File: src/rtl/hwag_pkg.sv
// Shared definitions for the crank/cam wheel emulator: wheel defaults, FSM state, period clamp.
// Latency: n/a (types, constants and a pure function only).
// Backpressure: n/a.
package hwag_pkg;

  // 60-2 wheel defaults
  localparam int HWAG_TOOTH_COUNT = 60;
  localparam int HWAG_MISSING     = 2;
  localparam int HWAG_PERIOD_MIN  = 4;

  typedef enum logic {
    IDLE = 1'b0,
    RUN  = 1'b1
  } emu_state_t;

  // Floors a requested slot length. A 32-bit carrier is used, so callers
  // with PERIOD_W wider than 32 would lose their upper bits.
  function automatic logic [31:0] clamp_period(input logic [31:0] p,
                                               input logic [31:0] p_min);
    return (p < p_min) ? p_min : p;
  endfunction

endpackage

File: src/rtl/crank_slot_timer.sv
// Slot tick counter with per-slot period latch; flags last tick and the tick before the half point.
// Latency: flags are combinational from registered tick/period; a load takes effect next cycle.
// Backpressure: none; i_load/i_run are obeyed every cycle.
//
// Ports:
//   clk, rst        clock, asynchronous active-high reset
//   i_load          start a new slot next cycle: tick=0, period=clamp(i_tooth_period)
//   i_run           advance the tick counter (ignored when i_load is high)
//   i_tooth_period  requested slot length in clk ticks
//   o_last          current tick is the final tick of the slot (tick == P-1)
//   o_pre_half      next tick is the half point (tick+1 == P>>1)
module crank_slot_timer
  import hwag_pkg::*;
#(
  parameter int PERIOD_W   = 24,
  parameter int PERIOD_MIN = HWAG_PERIOD_MIN
) (
  input  logic                clk,
  input  logic                rst,
  input  logic                i_load,
  input  logic                i_run,
  input  logic [PERIOD_W-1:0] i_tooth_period,
  output logic                o_last,
  output logic                o_pre_half
);

  logic [PERIOD_W-1:0] r_tick;
  logic [PERIOD_W-1:0] r_period;
  logic [PERIOD_W-1:0] w_period_clamped;

  assign w_period_clamped = PERIOD_W'(clamp_period(32'(i_tooth_period), 32'(PERIOD_MIN)));

  always_ff @(posedge clk or posedge rst) begin
    if (rst) begin
      r_tick   <= '0;
      r_period <= '0;
    end else if (i_load) begin
      r_tick   <= '0;
      r_period <= w_period_clamped;
    end else if (i_run) begin
      r_tick <= r_tick + PERIOD_W'(1);
    end else begin
      r_tick <= '0;
    end
  end

  // The period is never below PERIOD_MIN once loaded, so P-1 cannot underflow
  // and the counter stops at P-1 because o_last forces a reload or an exit.
  assign o_last = (r_tick == r_period - PERIOD_W'(1));

  // Flagged one tick early so the registered cap output drops exactly on tick P>>1.
  assign o_pre_half = ((r_tick + PERIOD_W'(1)) == (r_period >> 1));

endmodule

File: src/rtl/crank_cam_emulator.sv
// Synthetic 60-2 crank and cam signal generator with run-time tooth period.
// Latency: enable seen at a boundary (or in IDLE) acts on the next cycle; all outputs registered.
// Backpressure: none; enable drops are deferred to the end of the current slot.
//
// Ports:
//   clk, rst      clock, asynchronous active-high reset
//   enable        run request, honoured only at slot boundaries while running
//   tooth_period  slot length in clk ticks, latched at each slot start
//   cap           crank tooth signal, falling edge marks the tooth
//   cam           high for slots CAM_START..CAM_END in revolution CAM_PHASE
//   tooth_num     current slot index 0..TOOTH_COUNT-1 (0 when idle)
//   rev_phase     revolution parity within the 720-degree cycle
//   slot_strobe   one-cycle pulse on the first cycle of every slot
//   running       high while in RUN
module crank_cam_emulator
  import hwag_pkg::*;
#(
  parameter int PERIOD_W    = 24,
  parameter int TOOTH_COUNT = HWAG_TOOTH_COUNT,
  parameter int MISSING     = HWAG_MISSING,
  parameter int CAM_PHASE   = 0,
  parameter int CAM_START   = 0,
  parameter int CAM_END     = 29,
  parameter int PERIOD_MIN  = HWAG_PERIOD_MIN
) (
  input  logic                clk,
  input  logic                rst,
  input  logic                enable,
  input  logic [PERIOD_W-1:0] tooth_period,
  output logic                cap,
  output logic                cam,
  output logic [7:0]          tooth_num,
  output logic                rev_phase,
  output logic                slot_strobe,
  output logic                running
);

  emu_state_t r_state;
  emu_state_t w_state_next;
  logic       w_load;
  logic       w_last;
  logic       w_pre_half;
  logic [7:0] w_tooth_next;
  logic       w_phase_next;
  logic       w_wrap;
  logic       w_cap_next;
  logic       w_cam_next;

  crank_slot_timer #(
    .PERIOD_W   (PERIOD_W),
    .PERIOD_MIN (PERIOD_MIN)
  ) u_slot_timer (
    .clk            (clk),
    .rst            (rst),
    .i_load         (w_load),
    .i_run          (r_state == RUN),
    .i_tooth_period (tooth_period),
    .o_last         (w_last),
    .o_pre_half     (w_pre_half)
  );

  assign w_wrap = (tooth_num == 8'(TOOTH_COUNT - 1));

  // Next state and the slot that would start on the next cycle.
  always_comb begin
    w_state_next = r_state;
    w_load       = 1'b0;
    w_tooth_next = 8'd0;
    w_phase_next = rev_phase;
    case (r_state)
      IDLE: begin
        if (enable) begin
          w_state_next = RUN;
          w_load       = 1'b1;
        end
      end
      RUN: begin
        if (w_last) begin
          if (enable) begin
            w_load = 1'b1;
            if (w_wrap) begin
              w_tooth_next = 8'd0;
              w_phase_next = ~rev_phase;
            end else begin
              w_tooth_next = tooth_num + 8'd1;
            end
          end else begin
            w_state_next = IDLE;
          end
        end
      end
      default: w_state_next = IDLE;
    endcase
  end

  // Per-slot decode of the slot about to start; int casts keep the
  // range checks well-formed whatever the window parameters are.
  assign w_cap_next = (int'(w_tooth_next) < (TOOTH_COUNT - MISSING));
  assign w_cam_next = (w_phase_next == 1'(CAM_PHASE)) &&
                      (int'(w_tooth_next) >= CAM_START) &&
                      (int'(w_tooth_next) <= CAM_END);

  always_ff @(posedge clk or posedge rst) begin
    if (rst) begin
      r_state     <= IDLE;
      cap         <= 1'b0;
      cam         <= 1'b0;
      tooth_num   <= 8'd0;
      rev_phase   <= 1'b0;
      slot_strobe <= 1'b0;
      running     <= 1'b0;
    end else begin
      r_state     <= w_state_next;
      slot_strobe <= w_load;
      if (w_load) begin
        running   <= 1'b1;
        tooth_num <= w_tooth_next;
        rev_phase <= w_phase_next;
        cap       <= w_cap_next;
        cam       <= w_cam_next;
      end else if (w_state_next == IDLE) begin
        // rev_phase is deliberately held so a restart keeps cycle parity.
        running   <= 1'b0;
        tooth_num <= 8'd0;
        cap       <= 1'b0;
        cam       <= 1'b0;
      end else if (w_pre_half) begin
        cap <= 1'b0;
      end
    end
  end

endmodule

File: config.mk
export PLATFORM = sky130hd
export DESIGN_NAME = crank_cam_emulator
export DESIGN_NICKNAME = d
export VERILOG_FILES = /design/src/rtl/hwag_pkg.sv /design/src/rtl/crank_slot_timer.sv /design/src/rtl/crank_cam_emulator.sv
export SDC_FILE = /design/constraint.sdc
export NUM_CORES = 1
export LEC_CHECK = 0
export BUFFER_PORTS_ARGS = -buffer_cell sky130_fd_sc_hd__buf_2
export CAP_MARGIN = 20
export CORE_ASPECT_RATIO = 1.5
export CORE_UTILIZATION = 45
export CTS_CLUSTER_DIAMETER = 150
export DETAILED_ROUTE_END_ITERATION = 6
export SLEW_MARGIN = 20
export SYNTH_ARGS = -nofsm -noshare
export SYNTH_HDL_FRONTEND = slang
export SYNTH_SLANG_ARGS = --single-unit
File: constraint.sdc
create_clock -name clk -period 5.3 [get_ports clk]
set_input_delay 1.59 -clock clk [delete_from_list [all_inputs] [get_ports clk]]
set_output_delay 1.59 -clock clk [all_outputs]
set_load 0.01 [all_outputs]
==> impl_metrics.json <==
{
  "status": "finished, final reports clean",
  "hpwl_um": 9080,
  "detail-route-antenna-nets": 0,
  "hold_viol": 0,
  "endpoint": "cam$_DFFE_PP0P_",
  "crit_path_top_delay_cell": "nor4_2",
  "crit_path_max_incr_delay_ns": 0.61,
  "diodes": 0,
  "clkTransAtPathRegs_ns": 0.06,
  "yosys_warnings": 0,
  "clk_latency_ns": 0.34,
  "grt_pass1_wl_um": 19900,
  "skew_ns": 0.00717,
  "wl_per_cell_um": 18.8,
  "core_region_area_mm2": 0.00980,
  "post_cts_buffers": 0,
  "synth_edf_count": 0,
  "fin_nets": 542,
  "drive_above_1_share_pct": 17.6,
  "p_leak_nw": 2.21,
  "grt_max_degree": 34,
  "cts_max_level": 3,
  "ys_seq_area_share_pct": 34.0,
  "p_per_area_mw_per_mm2": 356,
  "r2r_start": "u_slot_timer.r_period[2]$_DFFE_PP0P_",
  "synthCells": 503,
  "rr_worst_depth": 8,
  "antenna_found_initial": 0,
  "drc": 0,
  "synth_nets": 533,
  "r2r_slack_ns": 1.43,
  "end_kind": "flip-flop",
  "tns_ns": 0,
  "ctsResizeCount": 0,
  "cts.sinks": 62,
  "grt_setup_unrepaired": "no",
  "clock_path_buffers": 2,
  "max-cap-violations": 0,
  "synth_area_per_cell_um2": 9.08,
  "wl_um": 11900,
  "fin_cells": 632,
  "start_util_pct": 46.6,
  "worstSetupStartpointType": "flip-flop",
  "clockRootBuffer": "clkbuf_16",
  "overflow": 0,
  "die_x_um": 84.3,
  "ir_drop_uv": 166,
  "startpoint": "u_slot_timer.r_period[2]$_DFFE_PP0P_",
  "synthDistinctLibCells": 70,
  "placed_cells": 616,
  "grt_pass1_vias": 3944,
  "firstDrtPassIters": 5,
  "fmax_mhz": 258,
  "synthesis.area_mm2": 0.00457,
  "ioPinCount": 40,
  "setup_viol": 0,
  "track_usage_pct": 24.2,
  "path_max_fanout": 13,
  "rows": 44,
  "synthArstFlopShare_pct": 100,
  "tightest_slew_ns": 0.890,
  "place_ws_ns": 1.16,
  "vias_per_cell": 6.09,
  "period_needed_ns": 3.87,
  "arrival_ns": 4.09,
  "ctsHoldBuffers": 0,
  "crit_chain": "nor4_2 -> nand4_1 -> nor3_1 -> mux2_2 -> o31ai_1 -> nand4_2 -> and2_1 -> a211o_1",
  "drv_slew": 0,
  "r2r_end": "cam$_DFFE_PP0P_",
  "synth_ff_type": "dfrtp_1",
  "period_share_pct": 73.1,
  "synth_seq_cells": 62,
  "synthToLayoutAreaGrowth_pct": 10.9,
  "vias": 3850,
  "max_slew_margin_pct": 40.1,
  "drtIter0Drc": 214,
  "required_ns": 5.52,
  "cts_tree": "yes",
  "fin_ws_ns": 1.43,
  "gp_congestion": 0.869,
  "min_path_type": "reg2reg",
  "die_y_um": 125,
  "numCtsBuffers": 9,
  "crit_type": "reg2reg",
  "portBuffers": 39,
  "die_area_mm2": 0.0106
}
==> cells by family (layout without fill, tap and decap cells) <==
group                    Yosys count  in the layout  synth area share [%]
buffers and inverters             60             74                  5.61
AO/OA/AOI/OAI                     70             70                  11.5
AND/OR/NAND/NOR                  209            209                  25.7
multiplexers                      32             32                  7.70
XOR/XNOR                          67             67                  14.7
flip-flops                        62             62                  34.0
adder cells (fa/ha/maj)            3              3                 0.822
==> placed cells by master, fill, tap and decap left out, drive strengths merged, types with 3 or more instances in the layout <==
| master | instances |
|---|---|
| dfrtp | 62 |
| nor2 | 46 |
| buf | 42 |
| xnor2 | 37 |
| nand2 | 29 |
| mux2 | 25 |
| xor2 | 24 |
| nand3 | 23 |
| inv | 18 |
| nor4 | 17 |
| nand4 | 16 |
| and3 | 12 |
| nor3 | 11 |
| or4 | 10 |
| clkbuf | 10 |
| o21ai | 10 |
| nand2b | 8 |
| a21oi | 8 |
| mux2i | 7 |
| or3 | 6 |
| o31ai | 6 |
| a21o | 6 |
| nor2b | 5 |
| nor3b | 5 |
| xnor3 | 5 |
| a2111oi | 5 |
| nor4b | 4 |
| a211oi | 4 |
| a211o | 4 |
| or2 | 4 |
| a22oi | 3 |
| o2111ai | 3 |
| and4 | 3 |
| and2 | 3 |
| ha | 3 |
==> final cells by class <==
class,count,area [um^2]
clock buffers,10,239
multi-input cells,381,2760
fillers,927,4730
flip-flops and latches,62,1550
clock inverters,6,92.6
repair buffers,42,218
inverters,16,60.1
well taps,115,144
==> worst max-delay path: cells and delay by family (launching register included) <==
kind,cells,cell delay [ns]
simple gates,5,2.15
compound gates,2,0.73
flops,1,0.49
mux,1,0.38
==> power breakdown <==
group	leakage, nW	switching, mW	internal [mW]	total [mW]
combinational	1.24	0.229	0.233	0.461
clock	0.156	0.223	0.427	0.651
sequential	0.813	0.156	0.537	0.692
total	2.21	0.608	1.20	1.80
==> stage by stage <==
step / hold WS, ns / instance area [um^2] / utilization (%) / total power [mW]
after CTS: 0.491 / 5060 / 51.7 / 1.82
final: 0.480 / 5070 / 51.7 / 1.80
after detailed placement: 0.478 / 4730 / 48.3 / 1.16
after floorplan: 0.495 / 4570 / - / 1.03
after global routing: 0.509 / 5070 / 51.7 / 1.91
after global placement: 0.460 / 4730 / 48.3 / 1.15
==> per-layer routing <==
layer  part of all wire, %  track usage [%]  vias to the layer above
li1                      -                -                     1840
met1                    38             26.1                     1899
met2                    55             44.2                       80
met3                   2.9             4.49                       31
met4                   4.0             13.0                        0
met5                     0                0                        -
==> Yosys cell counts, types with 3 or more instances <==
cell / n / area share [%]
dfrtp_1: 62 / 34
nor2_1: 46 / 3.8
xnor2_1: 37 / 7.1
clkbuf_1: 31 / 2.5
nand2_1: 29 / 2.4
xor2_1: 24 / 4.6
nand3_1: 23 / 2.5
mux2_2: 18 / 4.4
inv_1: 16 / 1.3
nand4_1: 15 / 2.1
nor4_1: 15 / 2.1
and3_1: 12 / 1.6
nor3_1: 9 / 0.99
or4_1: 9 / 1.5
a21oi_1: 8 / 0.88
nand2b_1: 8 / 1.1
o21ai_0: 8 / 0.88
mux2_1: 7 / 1.7
mux2i_1: 7 / 1.5
a21o_1: 6 / 0.99
o31ai_1: 6 / 0.99
or3_1: 6 / 0.82
nor2b_1: 5 / 0.68
nor3b_1: 5 / 0.82
xnor3_1: 5 / 2.5
a2111oi_0: 4 / 0.77
a211o_1: 4 / 0.77
a211oi_1: 4 / 0.66
buf_1: 4 / 0.33
buf_2: 4 / 0.44
nor4b_1: 4 / 0.77
a22oi_1: 3 / 0.49
and2_1: 3 / 0.41
and4_1: 3 / 0.58
buf_4: 3 / 0.49
ha_1: 3 / 0.82
o2111ai_1: 3 / 0.58
or2_2: 3 / 0.41
==> flip-flops by register name (all words and copies together), names as in the netlist <==
name                   count
rev_phase                  1
cam                        1
running                    1
u_slot_timer.r_period     24
slot_strobe                1
u_slot_timer.r_tick       24
cap                        1
tooth_num                  8
r_state                    1
==> worst min path at each step <==
stage / slack [ns] / depth (start not counted) / endpoint / from
5_1_grt: 0.51 / 1 / running$_DFFE_PP0P_ / running$_DFFE_PP0P_
6_report: 0.48 / 1 / running$_DFFE_PP0P_ / running$_DFFE_PP0P_
2_1_floorplan: 0.49 / 2 / tooth_num[1]$_DFFE_PP0P_ / r_state$_DFF_PP0_
4_1_cts: 0.49 / 1 / running$_DFFE_PP0P_ / running$_DFFE_PP0P_
3_5_place_dp: 0.48 / 1 / running$_DFFE_PP0P_ / running$_DFFE_PP0P_
3_3_place_gp: 0.46 / 1 / running$_DFFE_PP0P_ / running$_DFFE_PP0P_
(Power assumes the default switching activity.)
